`src/rtl/igr_ppe_pkg.sv`:
```
// Shared types and defaults for the ingress-to-PPE header transmitter.
package igr_ppe_pkg;

    localparam int SEG_DATA_W   = 512;
    localparam int SEG_MD_W     = 32;
    localparam int HDR_SEGS_DEF = 4;
    localparam int CREDITS_DEF  = 8;

    typedef enum logic [1:0] {
        IDLE = 2'd0,
        FWD  = 2'd1,
        DROP = 2'd2
    } state_e;

    // Holds one forwarded segment; DATA_W/MD_W of the top must not exceed these widths.
    typedef struct packed {
        logic [SEG_DATA_W-1:0] data;
        logic                  sop;
        logic                  eop;
        logic [SEG_MD_W-1:0]   md;
        logic                  trunc;
    } seg_t;

endpackage

```
`src/rtl/igr_ppe_credit_ctr.sv`:
```
// Saturating credit counter toward the parser; flags a return that would overflow.
module igr_ppe_credit_ctr
    import igr_ppe_pkg::*;
#(
    parameter int CREDITS = CREDITS_DEF
) (
    input  logic                         cclk,
    input  logic                         reset_n,
    input  logic                         take_i,
    input  logic                         ret_i,
    output logic [$clog2(CREDITS+1)-1:0] cnt_o,
    output logic                         ovf_o
);

    localparam int CW = $clog2(CREDITS+1);
    localparam logic [CW-1:0] FULL = CW'(CREDITS);

    logic [CW-1:0] cnt_q;
    logic [CW-1:0] cnt_d;

    always_comb begin
        cnt_d = cnt_q;
        ovf_o = 1'b0;
        case ({take_i, ret_i})
            2'b10: cnt_d = cnt_q - CW'(1);
            2'b01: begin
                if (cnt_q == FULL) begin
                    ovf_o = 1'b1;
                end else begin
                    cnt_d = cnt_q + CW'(1);
                end
            end
            default: cnt_d = cnt_q;
        endcase
    end

    always_ff @(posedge cclk or negedge reset_n) begin
        if (!reset_n) begin
            cnt_q <= FULL;
        end else begin
            cnt_q <= cnt_d;
        end
    end

    assign cnt_o = cnt_q;

endmodule

```
`src/rtl/igr_ppe_hdr_tx.sv`:
```
// Forwards the first HDR_SEGS segments of each ingress packet to the parser under
// credit flow control, marking truncated headers and keeping saturating statistics.
module igr_ppe_hdr_tx
    import igr_ppe_pkg::*;
#(
    parameter int DATA_W   = SEG_DATA_W,
    parameter int MD_W     = SEG_MD_W,
    parameter int HDR_SEGS = HDR_SEGS_DEF,
    parameter int CREDITS  = CREDITS_DEF
) (
    input  logic              cclk,
    input  logic              reset_n,
    input  logic              cfg_enable,
    input  logic              in_valid,
    output logic              in_ready,
    input  logic [DATA_W-1:0] in_data,
    input  logic              in_sop,
    input  logic              in_eop,
    input  logic [MD_W-1:0]   in_md,
    output logic              ppe_valid,
    output logic [DATA_W-1:0] ppe_data,
    output logic              ppe_sop,
    output logic              ppe_eop,
    output logic [MD_W-1:0]   ppe_md,
    output logic              ppe_trunc,
    input  logic              ppe_credit,
    output logic [31:0]       pkt_cnt,
    output logic [15:0]       trunc_cnt,
    output logic [15:0]       err_cnt
);

    localparam int CW = $clog2(CREDITS+1);
    localparam int SW = $clog2(HDR_SEGS+1);
    localparam logic [SW-1:0] SEG_LAST = SW'(HDR_SEGS);

    state_e        state_q, state_d;
    logic [SW-1:0] seg_cnt_q, seg_cnt_d;
    logic          run_q;
    logic          ppe_valid_q;
    seg_t          seg_q, seg_d;
    logic [31:0]   pkt_cnt_q, pkt_cnt_d;
    logic [15:0]   trunc_cnt_q, trunc_cnt_d;
    logic [15:0]   err_cnt_q, err_cnt_d;

    logic [CW-1:0] credit_cnt;
    logic          credit_ok;
    logic          credit_ovf;
    logic          accept;
    logic          fwd;
    logic          out_sop;
    logic          out_eop;
    logic          out_trunc;
    logic          proto_err;
    logic [SW-1:0] seg_inc;
    logic [1:0]    err_inc;
    logic [16:0]   err_sum;

    igr_ppe_credit_ctr #(
        .CREDITS (CREDITS)
    ) u_credit (
        .cclk    (cclk),
        .reset_n (reset_n),
        .take_i  (fwd),
        .ret_i   (ppe_credit),
        .cnt_o   (credit_cnt),
        .ovf_o   (credit_ovf)
    );

    assign credit_ok = (credit_cnt != '0);
    assign accept    = in_valid && in_ready;
    assign seg_inc   = seg_cnt_q + SW'(1);

    // run_q keeps in_ready low while reset is asserted and for the first cycle after.
    always_comb begin
        in_ready = 1'b0;
        case (state_q)
            IDLE:    in_ready = run_q && cfg_enable && credit_ok;
            FWD:     in_ready = credit_ok;
            DROP:    in_ready = 1'b1;
            default: in_ready = 1'b0;
        endcase
    end

    always_comb begin
        state_d   = state_q;
        seg_cnt_d = seg_cnt_q;
        fwd       = 1'b0;
        out_sop   = 1'b0;
        out_eop   = 1'b0;
        out_trunc = 1'b0;
        proto_err = 1'b0;
        case (state_q)
            IDLE: begin
                if (accept) begin
                    if (in_sop) begin
                        fwd     = 1'b1;
                        out_sop = 1'b1;
                        if (in_eop) begin
                            out_eop   = 1'b1;
                            seg_cnt_d = '0;
                        end else begin
                            seg_cnt_d = SW'(1);
                            state_d   = FWD;
                        end
                    end else begin
                        proto_err = 1'b1;
                    end
                end
            end
            FWD: begin
                if (accept) begin
                    fwd = 1'b1;
                    if (in_sop) begin
                        // An unterminated packet is abandoned; this beat restarts the count.
                        proto_err = 1'b1;
                        out_sop   = 1'b1;
                        if (in_eop) begin
                            out_eop   = 1'b1;
                            seg_cnt_d = '0;
                            state_d   = IDLE;
                        end else begin
                            seg_cnt_d = SW'(1);
                        end
                    end else if (in_eop) begin
                        out_eop   = 1'b1;
                        seg_cnt_d = '0;
                        state_d   = IDLE;
                    end else if (seg_inc == SEG_LAST) begin
                        out_eop   = 1'b1;
                        out_trunc = 1'b1;
                        seg_cnt_d = seg_inc;
                        state_d   = DROP;
                    end else begin
                        seg_cnt_d = seg_inc;
                    end
                end
            end
            DROP: begin
                if (accept && in_eop) begin
                    seg_cnt_d = '0;
                    state_d   = IDLE;
                end
            end
            default: begin
                seg_cnt_d = '0;
                state_d   = IDLE;
            end
        endcase
    end

    always_comb begin
        seg_d = seg_q;
        if (fwd) begin
            seg_d.data  = SEG_DATA_W'(in_data);
            seg_d.sop   = out_sop;
            seg_d.eop   = out_eop;
            seg_d.md    = SEG_MD_W'(in_md);
            seg_d.trunc = out_trunc;
        end
    end

    always_comb begin
        pkt_cnt_d   = pkt_cnt_q;
        trunc_cnt_d = trunc_cnt_q;
        if (fwd && out_eop && (pkt_cnt_q != '1)) begin
            pkt_cnt_d = pkt_cnt_q + 32'd1;
        end
        if (out_trunc && (trunc_cnt_q != '1)) begin
            trunc_cnt_d = trunc_cnt_q + 16'd1;
        end
        // A protocol error and a credit overflow may land in the same cycle.
        err_inc   = {1'b0, proto_err} + {1'b0, credit_ovf};
        err_sum   = {1'b0, err_cnt_q} + {15'd0, err_inc};
        err_cnt_d = err_sum[16] ? 16'hFFFF : err_sum[15:0];
    end

    always_ff @(posedge cclk or negedge reset_n) begin
        if (!reset_n) begin
            state_q     <= IDLE;
            seg_cnt_q   <= '0;
            run_q       <= 1'b0;
            ppe_valid_q <= 1'b0;
            seg_q       <= '0;
            pkt_cnt_q   <= '0;
            trunc_cnt_q <= '0;
            err_cnt_q   <= '0;
        end else begin
            state_q     <= state_d;
            seg_cnt_q   <= seg_cnt_d;
            run_q       <= 1'b1;
            ppe_valid_q <= fwd;
            seg_q       <= seg_d;
            pkt_cnt_q   <= pkt_cnt_d;
            trunc_cnt_q <= trunc_cnt_d;
            err_cnt_q   <= err_cnt_d;
        end
    end

    assign ppe_valid = ppe_valid_q;
    assign ppe_data  = seg_q.data[DATA_W-1:0];
    assign ppe_md    = seg_q.md[MD_W-1:0];
    assign ppe_sop   = ppe_valid_q && seg_q.sop;
    assign ppe_eop   = ppe_valid_q && seg_q.eop;
    assign ppe_trunc = ppe_valid_q && seg_q.trunc;
    assign pkt_cnt   = pkt_cnt_q;
    assign trunc_cnt = trunc_cnt_q;
    assign err_cnt   = err_cnt_q;

endmodule

```
`config.mk`:
```
export PLATFORM = sky130hd
export DESIGN_NAME = igr_ppe_hdr_tx
export DESIGN_NICKNAME = d
export VERILOG_FILES = /design/src/rtl/igr_ppe_pkg.sv /design/src/rtl/igr_ppe_credit_ctr.sv /design/src/rtl/igr_ppe_hdr_tx.sv
export SDC_FILE = /design/constraint.sdc
export NUM_CORES = 1
export LEC_CHECK = 0
export CELL_PAD_IN_SITES_DETAIL_PLACEMENT = 1
export CELL_PAD_IN_SITES_GLOBAL_PLACEMENT = 2
export CORE_AREA = 2 2 448 450
export CTS_BUF_LIST = sky130_fd_sc_hd__clkbuf_2
export CTS_CLUSTER_DIAMETER = 100
export DETAILED_ROUTE_END_ITERATION = 8
export DIE_AREA = 0 0 450 452
export PLACE_DENSITY = 0.57
export SETUP_SLACK_MARGIN = 0.4
export SYNTH_ARGS = -nofsm -noshare
export SYNTH_HDL_FRONTEND = slang
export SYNTH_HIERARCHICAL = 1
export SYNTH_SLANG_ARGS = --single-unit
```
`constraint.sdc`:
```
create_clock -name cclk -period 3.35 [get_ports cclk]
set_input_delay 0.67 -clock cclk [delete_from_list [all_inputs] [get_ports cclk]]
set_output_delay 0.67 -clock cclk [all_outputs]
set_load 0.05 [all_outputs]
```
# [Word-level counts from Yosys, hierarchy flattened]
# Cells that the tools add are included.
[totals] input_bits=551 wordCells=97 out_inout_bits=613 ff_bits=622
[op_classes] reduce_logical=17 n_mux=44 addsub=7 n_eq_ne=16
[op_table] operator="adder 32 x 1 -> 32 bit, second input constant" n=1
[op_table] operator="!= test 32 bit, second input constant" n=1
[op_table] operator="two-way mux 1 bit" n=20
[op_table] operator="two-way mux 2 bit" n=9
[op_table] operator="two-way mux 3 bit" n=6
[op_table] operator="adder 16 x 2 -> 17 bit" n=1
[op_table] operator="adder 16 x 1 -> 16 bit, second input constant" n=1
[op_table] operator="two-way mux 16 bit" n=1
[op_table] operator="!= test 16 bit, second input constant" n=1
[op_table] operator="!= test 2 bit, second input constant" n=6
[op_table] operator="logical AND 1 bit" n=10
[op_table] operator="case mux 3 bit (3 select lines)" n=1
[op_table] operator="case mux 4 bit (2 select lines)" n=1
[op_table] operator="AND reduction 7 bit" n=1
[op_table] operator="!= test 3 bit, second input constant" n=2
[op_table] operator="case mux 1 bit (2 select lines)" n=3
[op_table] operator="case mux 2 bit (3 select lines)" n=1
[op_table] operator="adder 4 x 1 -> 4 bit, second input constant" n=1
[op_table] operator="equality test 2 x 1 -> 1 bit, second input constant" n=2
[op_table] operator="equality test 2 bit, second input constant" n=2
[op_table] operator="equality test 4 bit, second input constant" n=1
[op_table] operator="two-way mux 4 bit" n=1
[op_table] operator="AND reduction 4 bit" n=1
[op_table] operator="nonzero test 4 bit" n=1
[op_table] operator="9 further kinds" n=9

# [Longest topological paths before layout]
[depth] depth_word=11 ltp_mapped=15 ltp_nobuf=13

# [Cells and area by module]
# The synthesis kept the hierarchy.
[modules_own_cells] mod="igr_ppe_hdr_tx" area_per_inst_um2=28091.9 instances=1 seq_area_each_um2=15464.8 cells_each=3196
[modules_own_cells] mod="igr_ppe_credit_ctr" area_per_inst_um2=284.0 instances=1 seq_area_each_um2=101.3 cells_each=25

# [Worst setup path after synthesis]
# Ideal clock, no wire load.
[synth_path] path_type="register to register" start="register u_credit.cnt_q[1], in the netlist u_credit/cnt_o[1]" end="register err_cnt_q[13], in the netlist err_cnt[13]" path_stages_with_launch=16 required_time_ns=3.282 path_buffers=3 t_arrival_ns=3.586 period_less_slack_ns=3.655 slack_ns=-0.305 setup_ns=0.068 path_cell_list="dfrtp_1 o41ai_1 or3_4 clkinv_1 buf_2 buf_1 nor2b_1 inv_1 nor2_1 fa_1 ha_1 nand3_1 nor3_1 nand3_1 clkbuf_1 nand2_1"
[synth_via] elab_chain_cells=11 elab_cells_between_ends=16 cone_classes="2 x add/sub; 2 x eq/ne; 9 x mux; 3 x reduce/logical"
[synth_lines] element="from (decl)" line="igr_ppe_credit_ctr.sv:18" source="logic [CW-1:0] cnt_q;"
[synth_lines] element="from (signal assigned)" line="igr_ppe_credit_ctr.sv:41" source="cnt_q <= cnt_d;"
[synth_lines] element="nonzero test 4 bit *" line="igr_ppe_hdr_tx.sv:69" source="assign credit_ok = (credit_cnt != '0);"
[synth_lines] element="logical AND 1 bit" line="igr_ppe_hdr_tx.sv:77" source="IDLE: in_ready = run_q && cfg_enable && credit_ok;"
[synth_lines] element="case mux 1 bit (3 select lines) *" line="igr_ppe_hdr_tx.sv:76" source="case (state_q)"
[synth_lines] element="logical AND 1 bit *" line="igr_ppe_hdr_tx.sv:70" source="assign accept = in_valid && in_ready;"
[synth_lines] element="two-way mux 1 bit" line="igr_ppe_hdr_tx.sv:111" source="if (accept) begin"
[synth_lines] element="case mux 1 bit (2 select lines) *" line="igr_ppe_hdr_tx.sv:92" source="case (state_q)"
[synth_lines] element="via fwd" line="igr_ppe_hdr_tx.sv:49" source="logic fwd;"
[synth_lines] element="equality test 2 x 1 -> 1 bit *" line="igr_ppe_credit_ctr.sv:24" source="case ({take_i, ret_i})"
[synth_lines] element="two-way mux 1 bit *" line="igr_ppe_credit_ctr.sv:24"
[synth_lines] element="via credit_ovf" line="igr_ppe_hdr_tx.sv:47" source="logic credit_ovf;"
[synth_lines] element="adder 1 x 1 -> 2 bit *" line="igr_ppe_hdr_tx.sv:172" source="err_inc = {1'b0, proto_err} + {1'b0, credit_ovf};"
[synth_lines] element="adder 16 x 2 -> 17 bit *" line="igr_ppe_hdr_tx.sv:173" source="err_sum = {1'b0, err_cnt_q} + {15'd0, err_inc};"
[synth_lines] element="two-way mux 16 bit *" line="igr_ppe_hdr_tx.sv:174" source="err_cnt_d = err_sum[16] ? 16'hFFFF : err_sum[15:0];"
[synth_lines] element="via err_cnt_d[13]" line="igr_ppe_hdr_tx.sv:43" source="logic [15:0] err_cnt_q, err_cnt_d;"
[synth_lines] element="to (signal assigned)" line="igr_ppe_hdr_tx.sv:195" source="err_cnt_q <= err_cnt_d;"
[synth_lines] element="to (decl)" line="igr_ppe_hdr_tx.sv:43"
# Mark *: on every way through the listed nets, which the timed path passes. The rest lies on a longest branch.
# A chain may end at the register's enable or synchronous reset.

# [Worst setup path in the final report]
[layout_path] start="register u_credit.cnt_q[3], in the netlist u_credit/cnt_o[3]" end="output port in_ready"
[layout_via] elab_chain_cells=3
[layout_lines] element="nonzero test 4 bit *" line="igr_ppe_hdr_tx.sv:69"
[layout_lines] element="logical AND 1 bit" line="igr_ppe_hdr_tx.sv:77"
[layout_lines] element="case mux 1 bit (3 select lines) *" line="igr_ppe_hdr_tx.sv:76"
[layout_lines] element="to (decl)" line="igr_ppe_hdr_tx.sv:15" source="output logic in_ready,"
# Mark *: on every way between the ends. The rest lies on a longest branch, timed or not.

==> results.tsv <==
metric	value	unit
final_cell_mix	nand2_1 (1666), dlygate4sd3_1 (1096), dfrtp_1 (564), clkdlybuf4s50_1 (549), buf_6 (547)	
synth_top_family_by_area	simple AND/OR/NAND/NOR gates	
wl_per_cell	19.4	um
synthSimpleGateAreaFrac	25.1	%
crit_buf_inv	1	
fin_total_pwr	49800	uW
rsz0062_at_grt	true	
setup_viol	0	
cp.required	2.68	ns
grt_overflow	0	
yosys.area_share.xor_xnor	1.54	%
start_util	14.3	%
path_cells	nor4_4, o31ai_4, buf_6	
dieHeight	452	um
core-area	199000	um2
hold_viol_final	0	
clkLatencyLatePin	1.62	ns
max_cap_viol_count	0	
synthAdderAreaFrac	0.450	%
clk_pin_slew	0.10	ns
synth_compound_gate_area_share	0.891	%
finalCritPeriodShare	97.8	%
powerDensity	891	nW/um2
synth_edf_count	0	
port_buffers	1163	
synth_nets	3781	
critPathMaxStageDelay	0.66	ns
drcViolationCount	0	
die_x	450	um
outcome	completed	
area_growth	97.1	%
yosysUniqueCellTypes	55	
grt_pass1_wl	223	mm
worstPathMaxFanout	5	
fmax	305	MHz
slew_violations	0	
drt-initial-drc-count	1378	
fin_nets	5945	
clock_skew	0.159	ns
muxShareOfSynthArea	0.511	%
synthTopCellsByArea	dfrtp_1 (55%), nand2_1 (22%), buf_4 (14%), buf_2 (1.5%), xnor2_1 (1.2%)	
tritoncts	yes	
syn_area	28400	um2
synth_top_area_cell	dfrtp_1	
ys.flop_type	dfrtp_1	
end_kind	output port	
mostFrequentLayoutCell	nand2_1	
path_delay_family	flip-flops	
irDropWorstVdd	0.612	mV
root_buffer	clkbuf_2	
grt_pass1_vias	31931	
layout-drive-gt1-share	25.1	%
synth_seq_area_share	54.9	%
synthArstFlopShare	100	%
critPathKind	reg -> out	
leakagePower	0.0270	uW
track_usage	15.0	%
slowest_stage	dfstp_2	
dr.pass1.iters	5	
ys.warnings.count	6	
layout.cells.non_filler	8190	
place_inst	6427	
via_per_inst	3.60	
syn_avg_cell_area	8.81	um2
slew_headroom	32.3	%
ys_ff_latch	622	
route.vias.total	29446	
num_rows	164	
syn_inst	3221	
antenna_found_initial	40	
num_io_pins	1164	
wirelength	159	mm
grt_max_degree	131	
gp_congestion	0.834	
cp.arrival	2.61	ns
cts.sinks	622	
clockBufferDepth	3	
die-area	203000	um2
tightest_slew	1.01	ns
drt.antenna.violating_nets	0	
cts_buffers	192	
start_kind	flip-flop	
place.detailed.hpwl	113	mm
fin_crit	3.28	ns
synth_top_area_share	54.8	%
h-tree-depth	4	
min_path_type	in -> reg	
cell type report:
type / instances / area [um2]
fill: 23185 / 143000
timing repair buffer: 2638 / 26900
sequential: 622 / 15600
multi-input combinational: 1917 / 8290
tap: 2656 / 3320
clock buffer: 267 / 1340
clock inverter: 50 / 314
inverter: 14 / 68.8
antenna: 26 / 65.1
layer usage:
metal | share of wire (%) | global-route usage [%] | wire length (um)
met5 | 0.048 | 0 | 77
met2 | 50 | 25.8 | 79700
met3 | 7.1 | 5.21 | 11400
met4 | 5.2 | 7.72 | 8260
met1 | 38 | 16.2 | 59700
worst paths after layout:
| path | endpoint | slack [ns] | cells past startpoint | start |
|---|---|---|---|---|
| max | in_ready | 0.07 | 3 | u_credit/cnt_o[3] |
| min | ppe_data[508] | 0.37 | 4 | in_data[508] |
| max reg2reg | err_cnt[15] | 0.42 | 14 | u_credit/cnt_o[3] |
| min reg2reg | seg_cnt_q[2] | 0.49 | 2 | seg_cnt_q[2] |
| max in group asynchronous | ppe_data[220] | 1.55 | 6 | reset_n |
| min in group asynchronous | ppe_data[116] | 0.75 | 5 | reset_n |
flip-flops by register name (all words and copies together), names as in the netlist:
| signal | count |
|---|---|
| state_q | 2 |
| ppe_md | 32 |
| trunc_cnt | 16 |
| ppe_valid | 1 |
| err_cnt | 16 |
| ppe_data | 512 |
| pkt_cnt | 32 |
| run_q | 1 |
| seg_q | 3 |
| seg_cnt_q | 3 |
| u_credit/cnt_o | 4 |
logic make-up after synthesis:
kind of cell / count (synthesis)
multiplexers: 13
adder cells (fa/ha/maj): 9
XOR/XNOR: 50
buffers and inverters: 683
other: 1
AO/OA/AOI/OAI: 34
AND/OR/NAND/NOR: 1809
flip-flops: 622
where the power goes:
part | internal, uW | switching [uW]
logic | 11200 | 19000
registers | 10700 | 2690
clock network | 2290 | 3920
synth_stat cells, types with 7 or more instances:
cell type,instances
a21oi_1,7
nor3_1,12
mux2_2,7
nor2_1,16
inv_1,13
clkbuf_1,40
xor2_1,12
buf_2,83
buf_4,544
xnor2_1,38
nand2b_1,7
dfrtp_1,621
nand4_1,27
nand2_1,1671
ha_1,7
nand3_1,27
and3_1,13
worst register-to-register path: cells and delay by family (launching register included):
kind / cells / cell delay, ns
multiplexers: 1 / 0.26
flip-flops: 1 / 0.66
buffers and inverters: 4 / 0.44
AO/OA/AOI/OAI: 1 / 0.12
adder cells (fa/ha/maj): 2 / 0.54
AND/OR/NAND/NOR: 6 / 0.84
per-stage QoR:
| step | area, um2 | worst slack (ns) | util [%] | hold slack [ns] | setup TNS [ns] |
|---|---|---|---|---|---|
| after detailed placement | 39400 | 0.104 | 19.8 | 0.461 | 0 |
| final | 55900 | 0.0729 | 28.2 | 0.369 | 0 |
| after CTS | 54400 | -0.351 | 27.4 | 0.00144 | -0.850 |
| after floorplan | 28500 | 0.423 | - | 0.374 | 0 |
| after global placement | 39400 | 0.0936 | 19.8 | 0.456 | 0 |
| after global routing | 55900 | -0.343 | 28.2 | 0.0429 | -0.648 |
repair_timing:
action,CTS,global route
hold endpoints to repair,1188,0
resized for setup,4341,53
gates cloned,1,1
buffers inserted,153,168
setup endpoints to repair,619,698
hold buffers,1097,0
pin swaps,7,6
Note: power is estimated with default switching activity, not from simulation.
